**config.mk**
```make
export PLATFORM = sky130hd
export DESIGN_NAME = key_tone_arbiter
export DESIGN_NICKNAME = d
export VERILOG_FILES = /design/src/rtl/harmonica_pkg.sv /design/src/rtl/key_debounce.sv /design/src/rtl/key_tone_arbiter.sv
export SDC_FILE = /design/constraint.sdc
export NUM_CORES = 1
export LEC_CHECK = 0
export ABC_AREA = 1
export BUFFER_PORTS_ARGS = -buffer_cell sky130_fd_sc_hd__buf_4
export CAP_MARGIN = 20
export CORE_UTILIZATION = 50
export CTS_BUF_LIST = sky130_fd_sc_hd__clkbuf_4
export CTS_CLUSTER_DIAMETER = 120
export DETAILED_ROUTE_END_ITERATION = 8
export PLACE_DENSITY_LB_ADDON = 0.12
export SLEW_MARGIN = 30
export SYNTH_ARGS = -nofsm -noshare
export SYNTH_HDL_FRONTEND = slang
export SYNTH_SLANG_ARGS = --single-unit
```
**constraint.sdc**
```tcl
create_clock -name clk -period 3.1 [get_ports clk]
set_clock_uncertainty 0.2 [all_clocks]
set_input_delay 0.465 -clock clk [delete_from_list [all_inputs] [get_ports clk]]
set_output_delay 0.465 -clock clk [all_outputs]
set_load 0.01 [all_outputs]
```
**src/rtl/harmonica_pkg.sv**
```systemverilog
// Shared harmonica definitions: note codes, FSM state encoding and system clock frequency.
package harmonica_pkg;

    localparam int unsigned NOTE_W   = 4;
    localparam int unsigned CLK_FREQ = 100_000_000;

    localparam logic [NOTE_W-1:0] NOTE_C = 4'd0;
    localparam logic [NOTE_W-1:0] NOTE_D = 4'd1;
    localparam logic [NOTE_W-1:0] NOTE_E = 4'd2;
    localparam logic [NOTE_W-1:0] NOTE_F = 4'd3;
    localparam logic [NOTE_W-1:0] NOTE_G = 4'd4;
    localparam logic [NOTE_W-1:0] NOTE_A = 4'd5;
    localparam logic [NOTE_W-1:0] NOTE_B = 4'd6;

    typedef enum logic [1:0] {
        ST_IDLE = 2'd0,
        ST_LOAD = 2'd1,
        ST_PLAY = 2'd2
    } state_e;

endpackage

```
**src/rtl/key_debounce.sv**
```systemverilog
// Single-key debouncer: output follows key_s_i only after it has differed for DEBOUNCE_CYC consecutive cycles.
module key_debounce
    import harmonica_pkg::*;
#(
    parameter int unsigned DEBOUNCE_CYC = 1_000_000
) (
    input  logic clk,
    input  logic rst_n,
    input  logic key_s_i,
    output logic key_o
);
    localparam int unsigned        CNT_W    = (DEBOUNCE_CYC > 1) ? $clog2(DEBOUNCE_CYC) : 1;
    localparam logic [CNT_W-1:0]   CNT_LAST = CNT_W'(DEBOUNCE_CYC - 1);

    logic [CNT_W-1:0] cnt_q, cnt_d;
    logic             stable_q, stable_d;

    always_comb begin
        cnt_d    = '0;
        stable_d = stable_q;
        if (key_s_i != stable_q) begin
            if (cnt_q == CNT_LAST) begin
                stable_d = key_s_i;
            end else begin
                cnt_d = cnt_q + CNT_W'(1);
            end
        end
    end

    always_ff @(posedge clk or negedge rst_n) begin
        if (!rst_n) begin
            cnt_q    <= '0;
            stable_q <= 1'b0;
        end else begin
            cnt_q    <= cnt_d;
            stable_q <= stable_d;
        end
    end

    assign key_o = stable_q;

endmodule

```
**src/rtl/key_tone_arbiter.sv**
```systemverilog
// Synchronizes the harmonica keys, picks the lowest-index pressed key and drives the square-wave tone.
// Per-key debouncing is built in only when HARMONICA_DEBOUNCE_EN is defined.
//
// state | meaning
// IDLE  | silent, waiting for any key
// LOAD  | note_o presented, half-period captured from note_selector
// PLAY  | tone toggling every div_reg cycles, minimum hold enforced
module key_tone_arbiter
    import harmonica_pkg::*;
#(
    parameter int unsigned NUM_KEYS     = 7,
    parameter int unsigned DIV_W        = 32,
    parameter int unsigned MIN_HOLD_CYC = 5_000_000,
    parameter int unsigned DEBOUNCE_CYC = 1_000_000
) (
    input  logic                clk,
    input  logic                rst_n,
    input  logic [NUM_KEYS-1:0] key_i,
    input  logic [DIV_W-1:0]    div_value_i,
    output logic [NOTE_W-1:0]   note_o,
    output logic                tone_o,
    output logic                active_o
);
    localparam int unsigned       HOLD_W   = $clog2(MIN_HOLD_CYC + 1);
    localparam logic [HOLD_W-1:0] HOLD_MAX = HOLD_W'(MIN_HOLD_CYC);

    if (MIN_HOLD_CYC < 1 || DEBOUNCE_CYC < 1) begin : g_bad_cfg
        $error("key_tone_arbiter: MIN_HOLD_CYC and DEBOUNCE_CYC must be at least 1");
    end

    logic [NUM_KEYS-1:0] key_m_q, key_s_q, key_arb;
    logic [NOTE_W-1:0]   winner;
    logic                req, hold_ok;

    state_e              state_q, state_d;
    logic [NOTE_W-1:0]   note_q, note_d;
    logic [DIV_W-1:0]    div_q, div_d;
    logic [DIV_W-1:0]    half_q, half_d;
    logic [HOLD_W-1:0]   hold_q, hold_d;
    logic                tone_q, tone_d;
    logic                active_q, active_d;

    always_ff @(posedge clk or negedge rst_n) begin
        if (!rst_n) begin
            key_m_q <= '0;
            key_s_q <= '0;
        end else begin
            key_m_q <= key_i;
            key_s_q <= key_m_q;
        end
    end

`ifdef HARMONICA_DEBOUNCE_EN
    for (genvar g = 0; g < NUM_KEYS; g++) begin : g_deb
        key_debounce #(.DEBOUNCE_CYC(DEBOUNCE_CYC)) u_key_debounce (
            .clk     (clk),
            .rst_n   (rst_n),
            .key_s_i (key_s_q[g]),
            .key_o   (key_arb[g])
        );
    end
`else
    assign key_arb = key_s_q;
`endif

    // Scan from the top down so the lowest pressed index wins.
    always_comb begin
        winner = '0;
        for (int i = NUM_KEYS - 1; i >= 0; i--) begin
            if (key_arb[i]) winner = NOTE_W'(i);
        end
    end

    assign req     = |key_arb;
    assign hold_ok = (hold_q == HOLD_MAX);

    always_comb begin
        state_d = state_q;
        note_d  = note_q;
        div_d   = div_q;
        half_d  = half_q;
        hold_d  = hold_q;
        tone_d  = tone_q;
        unique case (state_q)
            ST_IDLE: begin
                tone_d = 1'b0;
                if (req) begin
                    note_d  = winner;
                    state_d = ST_LOAD;
                end
            end
            ST_LOAD: begin
                div_d   = (div_value_i == '0) ? DIV_W'(1) : div_value_i;
                half_d  = '0;
                hold_d  = '0;
                tone_d  = 1'b1;
                state_d = ST_PLAY;
            end
            ST_PLAY: begin
                if (half_q == div_q - DIV_W'(1)) begin
                    tone_d = ~tone_q;
                    half_d = '0;
                end else begin
                    half_d = half_q + DIV_W'(1);
                end
                if (!hold_ok) hold_d = hold_q + HOLD_W'(1);
                if (hold_ok && !req) begin
                    tone_d  = 1'b0;
                    state_d = ST_IDLE;
                end else if (hold_ok && winner != note_q) begin
                    note_d  = winner;
                    tone_d  = 1'b0;
                    state_d = ST_LOAD;
                end
            end
            default: begin
                tone_d  = 1'b0;
                state_d = ST_IDLE;
            end
        endcase
        active_d = (state_d != ST_IDLE);
    end

    always_ff @(posedge clk or negedge rst_n) begin
        if (!rst_n) begin
            state_q  <= ST_IDLE;
            note_q   <= '0;
            div_q    <= '0;
            half_q   <= '0;
            hold_q   <= '0;
            tone_q   <= 1'b0;
            active_q <= 1'b0;
        end else begin
            state_q  <= state_d;
            note_q   <= note_d;
            div_q    <= div_d;
            half_q   <= half_d;
            hold_q   <= hold_d;
            tone_q   <= tone_d;
            active_q <= active_d;
        end
    end

    assign note_o   = note_q;
    assign tone_o   = tone_q;
    assign active_o = active_q;

endmodule

```
# Word-level counts from Yosys, hierarchy flattened
# Cells that the tools add are included.
dict set report totals {
  regBits 109
  elab_cells 58
  inputBits 41
}
dict set report classes {
  reduce_logical 11
  n_addsub 3
  bitwise 1
  mux 24
  n_eq_ne 10
}
# cell count
set ops {}
lappend ops {{2-to-1 mux 32 bit} 2}
lappend ops {{case mux 32 bit (2 select lines)} 1}
lappend ops {{case mux 23 bit (2 select lines)} 1}
lappend ops {{2-to-1 mux 4 bit} 9}
lappend ops {{adder 32 x 1 -> 32 bit, second input constant} 1}
lappend ops {{equality test 32 bit} 1}
lappend ops {{logical NOT 32 bit} 1}
lappend ops {{subtractor 32 x 1 -> 32 bit, second input constant} 1}
lappend ops {{adder 23 x 1 -> 23 bit, second input constant} 1}
lappend ops {{equality test 23 bit, second input constant} 1}
lappend ops {{2-to-1 mux 23 bit} 1}
lappend ops {{!= test 2 bit, second input constant} 4}
lappend ops {{case mux 4 bit (2 select lines)} 1}
lappend ops {{OR reduction 7 bit} 1}
lappend ops {{2-to-1 mux 2 bit} 3}
lappend ops {{case mux 2 bit (3 select lines)} 1}
lappend ops {{nonzero test 2 bit} 3}
lappend ops {{!= test 4 bit} 1}
lappend ops {{!= test 4 bit, second input constant} 1}
lappend ops {{AND reduction 4 bit} 1}
lappend ops {{2-to-1 mux 1 bit} 3}
lappend ops {{2-to-1 mux 3 bit} 1}
lappend ops {{equality test 2 x 1 -> 1 bit, second input constant} 1}
lappend ops {{equality test 2 bit, second input constant} 1}
lappend ops {{other kinds (6)} 7}

# Depth between registers and ports, before layout
# Gate-level depths: netlist of run 1.
dict set report depth {
  ltp_word 13
  mapped_depth 16
}

# Least setup slack after synthesis of run 1
# OpenSTA, ideal clock, no wires.
dict set report synth_timing {
  kind {register to register}
  start {register div_q[0]}
  end {register half_q[15]}
  path_buffers 1
  arrival_time_ns 1.919
  slack_ns 0.840
  stages_incl_launch_ff 17
  setup_ns 0.141
  cell_sequence {dfrtp_1 > inv_2 > ha_1 > nand3_4 > nor2_8 > nand2_4 > nor2_2 > nand2_1 > nand2_1 > nand2_1 > inv_1 > nand2_1 > nor2_2 > nand3_2 > nand2_4 > buf_12 > a21oi_2}
}
dict set report synth_between {
  elab_chain_cells 4
}
# item line
set synth_rtl {}
lappend synth_rtl {{start, declared} key_tone_arbiter.sv:37} ;# logic [DIV_W-1:0] div_q, div_d;
lappend synth_rtl {{start signal, assigned} key_tone_arbiter.sv:136} ;# div_q <= div_d;
lappend synth_rtl {{subtractor 32 x 1 -> 32 bit} key_tone_arbiter.sv:100} ;# if (half_q == div_q - DIV_W'(1)) begin
lappend synth_rtl {{equality test 32 bit} key_tone_arbiter.sv:100}
lappend synth_rtl {{2-to-1 mux 32 bit} key_tone_arbiter.sv:100}
lappend synth_rtl {{case mux 32 bit (2 select lines)} key_tone_arbiter.sv:84} ;# unique case (state_q)
lappend synth_rtl {{end signal, assigned} key_tone_arbiter.sv:137} ;# half_q <= half_d;
lappend synth_rtl {{end, declared} key_tone_arbiter.sv:38} ;# logic [DIV_W-1:0] half_q, half_d;
# Every way passes these cells.
# A chain may end at the register's enable or synchronous reset.

# Worst setup path in the final report of run 1
dict set report layout_timing {
  start {register div_q[0]}
  end {register half_q[31]}
}
# Same word-level chain as after synthesis.

==> flow_summary.toml, run 1 <==
[timing]
min_period_ns = 2.74
tightest_slew_ns = 0.572
rsz0062_at_grt = "false"
max_slew_margin_pct = 61.5
tns_ns = 0
hold_ws_ns = 0.0305
setup_viol = 0
fin_crit_sh_pct = 88.3
drv_slew = 0
setup_ws_ns = 0.362
fmax_mhz = 365
finalHoldViolCount = 0

[floorplanning]
rows = 42
start_util_pct = 51.9
dieArea_sq_um = 14400
ios = 47
core_area_sq_um = 13500
die_w_um = 120
die_h_um = 120

[setup_path]
setup.worst_path.end_class = "flip-flop"
cp_max_fo = 21
worstPathRequired_ns = 3.29
cpPeakStageDelay_ns = 0.45
cp_data_arrival_time_ns = 2.93
crit_buf_inv = 2
crit_family = "simple AND/OR/NAND/NOR gates"
crit_slowest_cell = "dfrtp_1"
path_cells = "inv_2 > ha_1 > nand3_4 > nor2_8 > nand2_4 > nor2_2 > nand3_1 > a21oi_1 > nand2_1 > nor2_2 > nand3_2 > nand2_4 > buf_12 > a21oi_2"
critPathKind = "flip-flop to flip-flop"
start_kind = "flip-flop"

[detailed_routing]
num_vias = 6186
via_per_inst = 5.22
drtIter0Drc = 352
wl_mm = 17.5
first_pass_iters = 6
drc = 0
wire_per_inst_um = 14.7
postRouteAntennaNets = 0

[placement]
routabilityCongestion = 0.909
dpl_cell_area_sq_um = 7510
portBuffers = 45
dp.cells = 1131
dp_hpwl_mm = 13.1
dp_slack_ns = 0.426

[clock_tree]
htree_levels = 3
clockBufferDepth = 2
cts_buffers = 9
worstSkewPairLatency_ns = 0.51
postCtsResizedCells = 0
clock-root-buffer = "clkbuf_4"
path_clk_slew_ns = 0.20
cts.sinks = 108
cts_tree = "yes"

[yosys]
yosys_warnings = 0
syn-num-nets = 970
synth_edf_count = 0
ys_ff_latch = 108
postSynthCellCount = 921
yosysTopAreaCell = "dfrtp_1"
syn_area_sq_um = 6980
async_reset_ff_share_pct = 100
ys_types = 44
synth.area.top_cells = "dfrtp_1, nand2_1, xor2_1, inv_1, nor2_1"
post_synth.cell_area_avg_sq_um = 7.58
yosysSeqAreaShare_pct = 38.7
synth.top_cell.area_share_pct = 38.7
ys.flop_type = "dfrtp_1"

[global_routing]
grt_max_degree = 59
grt_pass1_wl_mm = 29.0
grt_pass1_vias = 5944
grt.total_usage_pct = 25.6
grt_overflow = 0
antenna_found_initial = 0

[layout]
nFillCells = 1270
diodes = 0
stdcell_area_sq_um = 8070
finalNetCount = 1054
finalNonFillerCells = 1186
utilization_pct = 60.0
syn2layout_area_growth_pct = 15.6
final_layout_size_suffix_gt1_share_pct = 14.6

[pwr]
ir_drop_uv = 523
leakage_nw = 3.63
clkPwrFrac_pct = 14.9
swShare_pct = 48.2
powerDensity_nw_per_um2 = 678
p_seq_share_pct = 37.1
total_power_mw = 5.48
p_int_mw = 2.84
combPwrFrac_pct = 48.0
p_sw_mw = 2.64

[status]
status = "finished, final reports clean"

[run]
maxCapViolations = 0

[hold_path]
hp-class = "input pin to flip-flop"
==> what timing repair did <==
| action | 4_1_cts | 5_1_grt |
|---|---|---|
| hold buffers | 39 | 0 |
| setup buffers | 0 | 0 |
| endpoints found under the hold margin | 66 | 0 |
==> registers in the layout, indices dropped and copies added (netlist names) <==
| signal | cells |
|---|---|
| half_q | 32 |
| tone_o | 1 |
| key_m_q | 7 |
| div_q | 32 |
| hold_q | 23 |
| key_arb | 7 |
| note_o | 3 |
| state_q | 2 |
| active_o | 1 |
==> worst min-delay path, delay by kind of cell <==
kind / cells / cell delay, ns
AOI/OAI and AO/OA: 1 / 0.07
buffers and inverters: 2 / 0.17
==> cell usage in the layout, fill, tap and decap left out, types with 23 or more instances in the layout <==
cell type      instances
nand2_1              258
dfrtp_1              108
inv_1                 95
nor2_1                87
buf_4                 55
xor2_1                54
nand3_1               42
dlygate4sd3_1         39
nand4_1               34
a21oi_2               28
o21ai_0               25
xnor2_1               23
==> layer usage <==
| metal | up-vias | GRT usage, % | share of wire, % |
|---|---|---|---|
| met3 | 29 | 3.49 | 3.5 |
| met2 | 145 | 43.8 | 49 |
| li1 | 3149 | - | - |
| met1 | 2863 | 32.9 | 45 |
| met5 | - | 0 | 0 |
| met4 | 0 | 9.30 | 2.6 |
==> layout make-up <==
class / count / area [sq um] / area share, %
clock buffers: 9 / 67.6 / 0.837
clock inverters: 7 / 100 / 1.24
inverters: 100 / 375 / 4.65
multi-input cells: 690 / 3760 / 46.6
flip-flops and latches: 108 / 2700 / 33.5
well taps: 176 / 220 / 2.73
repair buffers: 96 / 843 / 10.4
==> cells in the mapped netlist (12+ instances only) <==
master    count
nor3_1       20
o22ai_1      12
clkbuf_1     15
nand4_1      34
nor2_2       15
inv_1        95
a21oi_2      28
nand2_1     258
nand3_1      42
xnor2_1      23
dfrtp_1     108
nor4_1       19
xor2_1       54
o21ai_0      25
nor2_1       87
==> kinds of logic (layout without fill, tap and decap cells) <==
family / after synthesis / in the layout / share of synthesized area [%]
and+or+nand+nor: 508 / 508 / 33.3
buffers and inverters: 123 / 212 / 7.44
DFF: 108 / 108 / 38.7
AOI/OAI and AO/OA: 96 / 96 / 9.39
xor gates and xnor gates: 77 / 77 / 9.66
adders and majority gates: 8 / 8 / 1.43
other: 1 / 1 / 0.0537
==> path summary, 6_finish.rpt <==
kind | startpoint | endpoint | slack (ns) | cells after the start
max reg2reg | div_q[0] | half_q[31] | 0.36 | 14
max in group asynchronous | rst_n | half_q[16] | 1.84 | 3
max | div_q[0] | half_q[31] | 0.36 | 14
min reg2reg | key_m_q[4] | key_arb[4] | 0.17 | 0
min | div_value_i[31] | div_q[31] | 0.03 | 3
min in group asynchronous | rst_n | div_q[9] | 0.19 | 2
==> power by group through the flow <==
stage | clock network [mW] | logic, mW | registers (mW)
2_1_floorplan | 0 | 1.98 | 1.96
3_3_place_gp | 0 | 2.57 | 2.06
3_5_place_dp | 0 | 2.59 | 2.06
4_1_cts | 0.843 | 2.64 | 2.03
5_1_grt | 0.895 | 2.97 | 2.07
6_report | 0.815 | 2.63 | 2.03
No activity file was read; power rests on OpenSTA's default activity.
==> inputs of run 2 (changes only) <==
--- a/config.mk
+++ b/config.mk
@@ -16,4 +16,5 @@
 export SLEW_MARGIN = 30
 export SYNTH_ARGS = -nofsm -noshare
 export SYNTH_HDL_FRONTEND = slang
+export SYNTH_HIERARCHICAL = 1
 export SYNTH_SLANG_ARGS = --single-unit
==> constraint.sdc (replaced) <==
create_clock -name clk -period 3.1 [get_ports clk]
set_clock_uncertainty 0.2 [all_clocks]
set_input_delay 0.465 -clock clk [delete_from_list [all_inputs] [get_ports clk]]
set_output_delay 0.465 -clock clk [all_outputs]
set_load 0.02 [all_outputs]
==> run 2 against run 1 <==
Highest routed layer unchanged; maximum frequency increased by 1.8%; core utilization down 0.20 points; via count is 0.29% lower; first-iteration DRC count shrank 1.1%; register-to-register slack improved by 0.05 ns; synthesized cell count did not move; final area shrank 0.34%; cell count barely moved.
==> flow_summary.toml, run 2 <==
[detailed_routing]
postRouteAntennaNets = 0
drtIter0Drc = 348
wl_mm = 17.2
num_vias = 6168
wire_per_inst_um = 14.5
via_per_inst = 5.20
drc = 0
first_pass_iters = 5

[clock_tree]
postCtsResizedCells = 0
cts_buffers = 9
hold_buffers = 40
clockBufferDepth = 2
cts_setup_buffers = 0
clock-root-buffer = "clkbuf_4"
worstSkewPairLatency_ns = 0.51
htree_levels = 3
cts_tree = "yes"
cts.sinks = 108
path_clk_slew_ns = 0.19

[timing]
fmax_mhz = 372
max_slew_margin_pct = 61.1
tightest_slew_ns = 0.584
min_period_ns = 2.69
rsz0062_at_grt = "false"
hold_ws_ns = 0.108
drv_slew = 0
setup_ws_ns = 0.411
setup_viol = 0
finalHoldViolCount = 0
tns_ns = 0
fin_crit_sh_pct = 86.7

[setup_path]
crit_start = "div_q[0]"
reg2reg_to = "half_q[17]"
rrSetupSlack_ns = 0.41
regToRegStartpoint = "div_q[0]"
worstPathRequired_ns = 3.30
r2r_cells = 14
crit_slowest_cell = "dfrtp_1"
cpPeakStageDelay_ns = 0.44
crit_family = "simple AND/OR/NAND/NOR gates"
path_cells = "inv_2 > ha_1 > nand3_4 > nor2_8 > nand3_1 > nand2_1 > nand2_1 > a21oi_1 > nand2_1 > nor2_1 > nand3_2 > nand2_4 > buf_4 > a21oi_2"
cp_max_fo = 14
crit_buf_inv = 2
critPathKind = "flip-flop to flip-flop"
crit_cells = 14
setup.worst_path.end_class = "flip-flop"
endpoint = "half_q[17]"
cp_data_arrival_time_ns = 2.89
critical_path.most_common_cell = "nand2_1"
start_kind = "flip-flop"

[pwr]
leakage_nw = 3.61
powerDensity_nw_per_um2 = 669
ir_drop_uv = 327

[yosys]
post_synth.cell_area_avg_sq_um = 7.58
postSynthCellCount = 921
synth.top_cell.area_share_pct = 38.7
yosysTopAreaCell = "dfrtp_1"
ys_ff_latch = 108
synth.area.top_cells = "dfrtp_1, nand2_1, xor2_1, inv_1, nor2_1"
syn_area_sq_um = 6980
ys_types = 44
yosysSeqAreaShare_pct = 38.7
synth.cells.most_frequent = "nand2_1, dfrtp_1, inv_1"
ys.flop_type = "dfrtp_1"
syn-num-nets = 970
async_reset_ff_share_pct = 100
yosys_warnings = 6
synth_edf_count = 0
synthMostInstantiatedCell = "nand2_1"

[global_routing]
grt_max_degree = 62
grt_pass1_wl_mm = 28.4
grt.total_usage_pct = 25.2
grt_overflow = 0
antenna_found_initial = 1
grt_pass1_vias = 5820

[layout]
final_layout_size_suffix_gt1_share_pct = 14.4
utilization_pct = 59.8
layout_common_cells = "nand2_1, dfrtp_1, inv_1"
reg_top3 = "div_q (32), half_q (32), hold_q (23)"
finalNetCount = 1054
syn2layout_area_growth_pct = 15.2
final_common_cell = "nand2_1"
finalNonFillerCells = 1187
regArea_sq_um = 2700
multiInputGateArea_sq_um = 3760
nFillCells = 1256

[placement]
dp.cells = 1130
dp_hpwl_mm = 12.9
portBuffers = 45
routabilityCongestion = 0.940
dp_slack_ns = 0.431

[floorplanning]
rows = 42
start_util_pct = 51.9
die_h_um = 120
core_area_sq_um = 13500
dieArea_sq_um = 14400
die_w_um = 120
ios = 47

[status]
status = "finished, final reports clean"

[run]
maxCapViolations = 0

[hold_path]
hp-class = "input pin to asynchronous set/reset pin"
-- run 2: cell counts after synthesis --
Identical to the previous run, type by type.
-- run 2: where the power goes --
part	internal (mW)	switching [mW]
registers	1.68	0.344
logic	0.873	1.76
clock network	0.184	0.533
total	2.74	2.64
-- run 2: per-stage QoR --
step / instance area, sq um / total power, mW
2_1_floorplan: 6980 / 3.96
3_3_place_gp: 7510 / 4.64
3_5_place_dp: 7510 / 4.63
4_1_cts: 8040 / 5.41
5_1_grt: 8050 / 5.83
6_report: 8050 / 5.38
-- run 2: layer usage --
| layer | part of all wire, % | GRT usage (%) | vias to the layer above |
|---|---|---|---|
| met2 | 49 | 42.5 | 153 |
| met5 | 0 | 0 | - |
| met3 | 4.4 | 4.39 | 25 |
| met4 | 2.1 | 8.36 | 0 |
| li1 | - | - | 3148 |
| met1 | 45 | 32.7 | 2842 |
-- run 2: worst min-delay path by stage --
stage,to,start,depth (start not counted),slack [ns]
6_report,div_q[8],rst_n,2,0.11
5_1_grt,div_q[8],rst_n,2,0.1
4_1_cts,div_q[8],rst_n,2,0.09
3_5_place_dp,div_q[8],rst_n,1,0.10
3_3_place_gp,div_q[8],rst_n,1,0.10
2_1_floorplan,active_o,rst_n,0,-0.03
-- run 2: layout make-up --
type / instances / area share, %
Multi-Input combinational cell: 690 / 46.8
Sequential cell: 108 / 33.6
Timing Repair Buffer: 96 / 10.5
Inverter: 100 / 4.67
Tap cell: 176 / 2.74
Clock buffer: 9 / 0.840
Clock inverter: 7 / 0.840
Antenna cell: 1 / 0.0311
-- run 2: cells by family after synthesis --
kind of cell | share of synthesized area [%]
xor gates and xnor gates | 9.66
adders and majority gates | 1.43
other | 0.0537
and+or+nand+nor | 33.3
DFF | 38.7
AOI/OAI and AO/OA | 9.39
buffers and inverters | 7.44
-- run 2: worst register-to-register path, stage by stage (launching register included) --
cell	delay (ns)
dfrtp_1	0.44
inv_2	0.09
ha_1	0.23
nand3_4	0.14
nor2_8	0.23
nand3_1	0.10
nand2_1	0.07
nand2_1	0.04
a21oi_1	0.15
nand2_1	0.09
nor2_1	0.13
nand3_2	0.15
nand2_4	0.24
buf_4	0.23
a21oi_2	0.06
